**config.mk**
```make
export PLATFORM = sky130hd
export DESIGN_NAME = operand_sequencer
export DESIGN_NICKNAME = d
export VERILOG_FILES = /design/src/rtl/operand_sequencer_pkg.sv /design/src/rtl/result_reg.sv /design/src/rtl/operand_sequencer.sv
export SDC_FILE = /design/constraint.sdc
export NUM_CORES = 1
export LEC_CHECK = 0
export CAP_MARGIN = 15
export CELL_PAD_IN_SITES_DETAIL_PLACEMENT = 1
export CELL_PAD_IN_SITES_GLOBAL_PLACEMENT = 1
export CORE_ASPECT_RATIO = 2
export CORE_UTILIZATION = 36
export DETAILED_ROUTE_END_ITERATION = 8
export GPL_ROUTABILITY_DRIVEN = 0
export GPL_TIMING_DRIVEN = 0
export PLACE_DENSITY_LB_ADDON = 0.1
export SYNTH_ARGS = -nofsm -noshare
export SYNTH_HDL_FRONTEND = slang
export SYNTH_SLANG_ARGS = --single-unit
```
**constraint.sdc**
```tcl
create_clock -name clk -period 2 [get_ports clk]
set_input_delay 0.4 -clock clk [delete_from_list [all_inputs] [get_ports clk]]
set_output_delay 0.4 -clock clk [all_outputs]
set_load 0.02 [all_outputs]
```
**src/rtl/operand_sequencer_pkg.sv**
```systemverilog
// operand_sequencer_pkg
// Shared definitions for the operand sequencer slice: the FSM state type,
// the operand/result data width and the width of the adder wait counter.
package operand_sequencer_pkg;

    localparam int unsigned DATA_W = 8;
    localparam int unsigned CNT_W  = 4;

    typedef enum logic [1:0] {
        IDLE_A,
        LOAD_B,
        WAIT,
        HOLD
    } seq_state_t;

endpackage

```
**src/rtl/result_reg.sv**
```systemverilog
// result_reg
// Holds the captured adder result and its valid/ready handshake.
//   clk, rst_n  : clock, asynchronous active-low reset
//   capture     : load sum/cout and raise res_valid this cycle
//   sum, cout   : adder outputs to capture
//   res_ready   : consumer accepts the result
//   res_data    : captured result byte
//   res_carry   : captured carry-out
//   res_valid   : result available
// Optional macro OPERAND_SEQ_SAT_EN: a carry on capture saturates res_data
// to 8'hFF (res_carry still reports the carry).
module result_reg
    import operand_sequencer_pkg::*;
(
    input  logic              clk,
    input  logic              rst_n,
    input  logic              capture,
    input  logic [DATA_W-1:0] sum,
    input  logic              cout,
    input  logic              res_ready,
    output logic [DATA_W-1:0] res_data,
    output logic              res_carry,
    output logic              res_valid
);

    logic [DATA_W-1:0] data_in;

    always_comb begin
        data_in = sum;
`ifdef OPERAND_SEQ_SAT_EN
        if (cout) begin
            data_in = '1;
        end
`endif
    end

    always_ff @(posedge clk or negedge rst_n) begin
        if (!rst_n) begin
            res_data  <= '0;
            res_carry <= 1'b0;
            res_valid <= 1'b0;
        end else if (capture) begin
            res_data  <= data_in;
            res_carry <= cout;
            res_valid <= 1'b1;
        end else if (res_valid && res_ready) begin
            res_valid <= 1'b0;
        end
    end

endmodule

```
**src/rtl/operand_sequencer.sv**
```systemverilog
// operand_sequencer
// Accepts two operand bytes (A then B) on a valid/ready input, presents them
// registered to an external 8-bit adder, waits ADD_LAT cycles for the adder,
// captures sum/carry and holds them until the consumer accepts.
//   clk, rst_n          : clock, asynchronous active-low reset
//   in_data/in_valid    : operand byte input (A first, then B)
//   in_ready            : operand accepted this cycle when in_valid is high
//   op_a, op_b          : registered operands to the adder
//   add_sum, add_cout   : adder result
//   res_data/res_carry  : captured result
//   res_valid/res_ready : result handshake
//   op_count            : completed transactions, wraps at 8 bits
// Parameter ADD_LAT (1..15): cycles operands are held before capture.
// Optional macro OPERAND_SEQ_SAT_EN: saturate res_data to 8'hFF on carry.
module operand_sequencer
    import operand_sequencer_pkg::*;
#(
    parameter int unsigned ADD_LAT = 1
) (
    input  logic              clk,
    input  logic              rst_n,
    input  logic [DATA_W-1:0] in_data,
    input  logic              in_valid,
    output logic              in_ready,
    output logic [DATA_W-1:0] op_a,
    output logic [DATA_W-1:0] op_b,
    input  logic [DATA_W-1:0] add_sum,
    input  logic              add_cout,
    output logic [DATA_W-1:0] res_data,
    output logic              res_carry,
    output logic              res_valid,
    input  logic              res_ready,
    output logic [DATA_W-1:0] op_count
);

    localparam logic [CNT_W-1:0] LAT_LOAD = CNT_W'(ADD_LAT - 1);

    seq_state_t        state, state_nx;
    logic [CNT_W-1:0]  wait_cnt;
    logic              load_a, load_b, capture, done;

    always_ff @(posedge clk or negedge rst_n) begin
        if (!rst_n) begin
            state <= IDLE_A;
        end else begin
            state <= state_nx;
        end
    end

    always_comb begin
        state_nx = state;
        in_ready = 1'b0;
        load_a   = 1'b0;
        load_b   = 1'b0;
        capture  = 1'b0;
        done     = 1'b0;
        case (state)
            IDLE_A: begin
                in_ready = 1'b1;
                if (in_valid) begin
                    load_a   = 1'b1;
                    state_nx = LOAD_B;
                end
            end
            LOAD_B: begin
                in_ready = 1'b1;
                if (in_valid) begin
                    load_b   = 1'b1;
                    state_nx = WAIT;
                end
            end
            WAIT: begin
                if (wait_cnt == '0) begin
                    capture  = 1'b1;
                    state_nx = HOLD;
                end
            end
            HOLD: begin
                // The next A is only accepted after returning to IDLE_A,
                // i.e. the cycle after the result handshake.
                if (res_valid && res_ready) begin
                    done     = 1'b1;
                    state_nx = IDLE_A;
                end
            end
            default: state_nx = IDLE_A;
        endcase
    end

    always_ff @(posedge clk or negedge rst_n) begin
        if (!rst_n) begin
            op_a     <= '0;
            op_b     <= '0;
            wait_cnt <= '0;
            op_count <= '0;
        end else begin
            if (load_a) begin
                op_a <= in_data;
            end
            if (load_b) begin
                op_b     <= in_data;
                wait_cnt <= LAT_LOAD;
            end else if (state == WAIT && wait_cnt != '0) begin
                wait_cnt <= wait_cnt - 1'b1;
            end
            if (done) begin
                op_count <= op_count + 1'b1;
            end
        end
    end

    result_reg u_result_reg (
        .clk       (clk),
        .rst_n     (rst_n),
        .capture   (capture),
        .sum       (add_sum),
        .cout      (add_cout),
        .res_ready (res_ready),
        .res_data  (res_data),
        .res_carry (res_carry),
        .res_valid (res_valid)
    );

endmodule

```
# [Yosys cells after proc, flatten, opt, wreduce, memory -nomap -nowiden]
# Index checks and enable logic that the tools add are counted.
[classes] add_sub_neg=2 n_eq_ne=7 mux=17 reduce_logical=9
[op_table] op="$mux 1" count=10
[op_table] op="$add 8x1->8 const B" count=1
[op_table] op="$mux 2" count=4
[op_table] op="$mux 4" count=2
[op_table] op="$ne 2x2->1 const B" count=4
[op_table] op="$pmux 2 s4" count=1
[op_table] op="$eq 2x2->1 const B" count=2
[op_table] op="$logic_not 4->1" count=1
[op_table] op="$reduce_and 4->1" count=1
[op_table] op="$reduce_bool 2->1" count=2
[op_table] op="$reduce_bool 4->1" count=1
[op_table] op="$sub 4x1->4 const B" count=1
[op_table] op="$eq 2x1->1 const B" count=1
[op_table] op="$logic_and 1x1->1" count=2
[op_table] op="$logic_not 2->1" count=1
[op_table] op="$reduce_or 2->1" count=1
[word_totals] regBits=40 in_bits=21 output_inout_bits=35 wordCells=43

# [Depth between registers and ports, before layout]
[depth] depth_word=4 ltp_mapped=5 mapped_depth_nobuf=5

# [Cells and area by module]
# Synthesis repeated with hierarchy kept, for this count alone.
[hier_totals] hier_cells=130 hier_area_um2=1771.7
[modules_own_cells] module="operand_sequencer" n_inst=1 cells_per_inst=108 area_per_inst_um2=1362.6 seq_area_each_um2=750.7
[modules_own_cells] module="result_reg" n_inst=1 cells_per_inst=22 area_per_inst_um2=409.1 seq_area_each_um2=250.2

# [Worst setup path before layout]
# OpenSTA, ideal clock, no wires.
[synth_path] path_kind="register to register" from="register state[0]" to="register state[1]" setup_ps=127 t_arrival_ps=1759 t_required_ps=1873 slack_ps=113 path_stages_with_launch=6 n_path_buf=0 synth_period_minus_slack_ps=1887 cell_sequence="dfrtp_1 > inv_1 > ha_1 > or2_2 > a222oi_1 > mux2_1"
[synth_between] elab_chain_len=3 word_cells_on_any_way=10 cone_classes="eq/ne (7); mux (1); reduce/logical (2)"
[synth_rtl] item="start, declared" line="operand_sequencer.sv:38" rtl="seq_state_t state, state_nx;"
[synth_rtl] item="start signal, assigned" line="operand_sequencer.sv:46" rtl="state <= state_nx;"
[synth_rtl] item="$eq 2x2->1 (tied with other cells)" line="operand_sequencer.sv:57" rtl="case (state)"
[synth_rtl] item="$ne 2x2->1 (no source line)"
[synth_rtl] item="$reduce_and 4->1 (no source line)"
# Several ways; a longest one is shown, not always the timed one.
# A chain may end at the register's enable or synchronous reset.

# [Worst setup path in the final report]
[layout_path] from="register wait_cnt[0]" to="register state[1]"
[layout_between] elab_chain_len=3
[layout_rtl] item="start, declared" line="operand_sequencer.sv:39" rtl="logic [CNT_W-1:0] wait_cnt;"
[layout_rtl] item="start signal, assigned" line="operand_sequencer.sv:104" rtl="wait_cnt <= wait_cnt - 1'b1;"
[layout_rtl] item="$logic_not 4->1" line="operand_sequencer.sv:73" rtl="if (wait_cnt == '0) begin"
[layout_rtl] item="$ne 2x2->1 (no source line)"
[layout_rtl] item="$reduce_and 4->1 (no source line)"
# Every way passes these cells.

==> reports/qor.yml <==
power_and_ir_drop:
  p_switching_mw: 1.52
  cellPowerDensity_nw_per_um2: 1640
  pwr-share-seq_pct: 34.2
  clkPwrFrac_pct: 13.4
  sw_frac_of_total_pct: 37.0
  leakage_nw: 1.09
  total_power_mw: 4.12
  p_int_mw: 2.60
  ir_drop_mv: 1.04
  power_frac_comb_pct: 52.4
clocking:
  clock_latency_ps: 290
  numCtsBuffers: 5
  path_clk_slew_ps: 80
  htree_num_levels: 2
  clkSinkCount: 40
  clockRootBuffer: "clkbuf_8"
  cts_tree: "built"
  max-clock-path-buffers: 2
setup_path:
  critPathKind: "reg2reg"
  worstPathMaxFanout: 3
  crit_required_ps: 2180
  startpoint_type: "register"
  arrival_ps: 2140
  ff2ff_path_depth: 5
  cp-end-kind: "register"
placed_design:
  place_ws_ps: -17.3
  port-buffer-count: 55
  dp_hpwl_um: 3060
floorplanning:
  dieArea_sq_um: 5110
  die_h_um: 100
  io_pins: 56
  initial_core_util_pct: 37.7
  fp-row-count: 35
  core_area_sq_um: 4600
  die_x_um: 51.0
global_routing:
  antenna_found_initial: 0
  grt_pass1_wl_um: 6660
  grt_pass1_vias: 1460
  grt_max_degree: 41
  grt_usage_pct: 17.8
  overflow: 0
layout:
  diodes: 0
  drive_above_1_share_pct: 26.6
  final_core_util_pct: 54.7
  nets: 231
  final_cell_mix: "clkdlybuf4s50_1, dfrtp_1, mux2_2"
  area_growth_pct: 45.2
  layout_commonest_cell: "clkdlybuf4s50_1"
detailed_routing:
  drt_wl_total_um: 4060
  vias: 1298
  drt_pre_antenna_iters: 5
  avgViaCountPerCell: 5.03
  drc: 0
  drtIter0Drc: 10
  ant_nets: 0
  wire_per_inst_um: 15.7
logic_synthesis:
  avgSynthCellArea_sq_um: 13.2
  ys_types: 31
  syn_inst: 131
  syn-num-nets: 160
  synth_warnings: 0
  ys_ff_latch: 40
  synth_area_sq_um: 1730
  seq_area_frac_synth_pct: 57.8
timing:
  post-route-worst-setup-slack_ps: 35.5
  slew-limit-headroom_pct: 40.3
  setup_violations: 0
  drv_slew: 0
  period_needed_ps: 1960
  finalHoldViolCount: 0
  tightest_slew_ps: 895
  fmax_ghz: 0.509
  finClkSkew_ps: 6.79
  worst_hold_slack_ps: 224
  period_share_pct: 98.2
run:
  drv_cap: 0
worst_hold_path:
  worst_hold_path_type: "in2async"
outcome:
  run_status: "finished clean"
-- stage by stage --
stage / cell area, sq um / TNS (ps) / instances
6_report: 2510 / 0 / 258
5_1_grt: 2510 / -77.4 / 258
4_1_cts: 2440 / 0 / 250
3_5_place_dp: 2350 / -92.4 / 241
3_3_place_gp: 2350 / -17090 / 241
2_1_floorplan: 1730 / 0 / 131
-- cell type report --
| cell class | count | area, sq um |
|---|---|---|
| Fill cell | 480 | 2080 |
| Sequential cell | 40 | 1000 |
| Multi-Input combinational cell | 81 | 706 |
| Timing Repair Buffer | 64 | 608 |
| Clock buffer | 8 | 90.1 |
| Tap cell | 55 | 68.8 |
| Inverter | 9 | 37.5 |
| Buffer | 1 | 3.75 |
-- layer usage --
layer	vias to the layer above	GRT usage (%)	share of wire, %
met5	-	0	0
met4	0	7.48	1.7
met3	6	5.61	5.1
met2	42	34.0	59
met1	655	16.4	34
li1	595	-	-
-- state kept, by name, summed over array words and instances, names as in the netlist --
| register | cells |
|---|---|
| op_count | 8 |
| wait_cnt | 4 |
| u_result_reg.res_valid | 1 |
| op_a | 8 |
| state | 2 |
| u_result_reg.res_carry | 1 |
| u_result_reg.res_data | 8 |
| op_b | 8 |
-- synthesized netlist by cell type --
| cell type | instances | area, sq um |
|---|---|---|
| nand2b_1 | 1 | 6.26 |
| or3_1 | 2 | 12.5 |
| o41ai_1 | 1 | 8.76 |
| clkbuf_1 | 1 | 3.75 |
| or3_2 | 1 | 7.51 |
| o21ai_0 | 3 | 15.0 |
| nand3_1 | 4 | 20.0 |
| mux2_2 | 25 | 282 |
| a22o_1 | 1 | 8.76 |
| a21oi_1 | 3 | 15.0 |
| ha_1 | 8 | 100 |
| o211ai_1 | 1 | 7.51 |
| or3b_4 | 1 | 11.3 |
| dfrtp_1 | 40 | 1000 |
| xnor2_1 | 4 | 35.0 |
| clkinv_1 | 1 | 3.75 |
| inv_1 | 8 | 30.0 |
| or2_2 | 1 | 6.26 |
| a222oi_1 | 1 | 10.0 |
| nor2_2 | 1 | 6.26 |
| nand4_1 | 2 | 12.5 |
| mux2_1 | 1 | 11.3 |
| nor3_1 | 3 | 15.0 |
| o22ai_1 | 1 | 6.26 |
| and3_1 | 1 | 6.26 |
| o32a_2 | 1 | 11.3 |
| or4_2 | 1 | 8.76 |
| nor3b_1 | 1 | 7.51 |
| nand2_1 | 8 | 30.0 |
| and2_1 | 1 | 6.26 |
| xor2_1 | 3 | 26.3 |
-- final timing paths --
kind / start / end / slack (ps)
min in group clk: op_count[7]$_DFFE_PN0P_ / op_count[7]$_DFFE_PN0P_ / 470
max: wait_cnt[0]$_DFFE_PN0P_ / state[1]$_DFFE_PN0P_ / 40
max in group asynchronous: rst_n / op_a[2]$_DFFE_PN0P_ / 1210
min reg2reg: op_count[7]$_DFFE_PN0P_ / op_count[7]$_DFFE_PN0P_ / 470
min: rst_n / op_count[2]$_DFFE_PN0P_ / 220
max reg2reg: wait_cnt[0]$_DFFE_PN0P_ / state[1]$_DFFE_PN0P_ / 40
-- critical path: stages (launching register included) --
cell and delay (ps):
dfrtp_1 410, inv_2 90, ha_2 170, or3b_4 410
a222oi_1 390, mux2_1 370
-- cells by family (layout without fill, tap and decap cells) --
logic type	after synthesis	in the layout	share of synthesized area, %
buffers and inverters	10	82	2.17
DFF	40	40	57.8
xor gates and xnor gates	7	7	3.54
adders and majority gates	8	8	5.78
and+or+nand+nor	28	28	9.03
muxes	26	26	16.9
AOI/OAI and AO/OA	12	12	4.77
-- what timing repair did --
item                       4_1_cts  5_1_grt
hold buffers                     0        0
setup endpoints to repair       10       12
gates resized for setup          5        7
pin swaps                        0        1
setup buffers                    1        8
gates cloned                     0        0
-- power by group through the flow --
| stage | Clock [mW] | Combinational [mW] | Sequential [mW] |
|---|---|---|---|
| final | 0.553 | 2.16 | 1.41 |
| after CTS | 0.571 | 2.03 | 1.41 |
| after global placement | 0 | 1.94 | 1.39 |
| after floorplan | 0 | 0.773 | 1.73 |
| after detailed placement | 0 | 2.01 | 1.42 |
| after global routing | 0.601 | 2.32 | 1.46 |
Power figures use the tool's default switching activity.
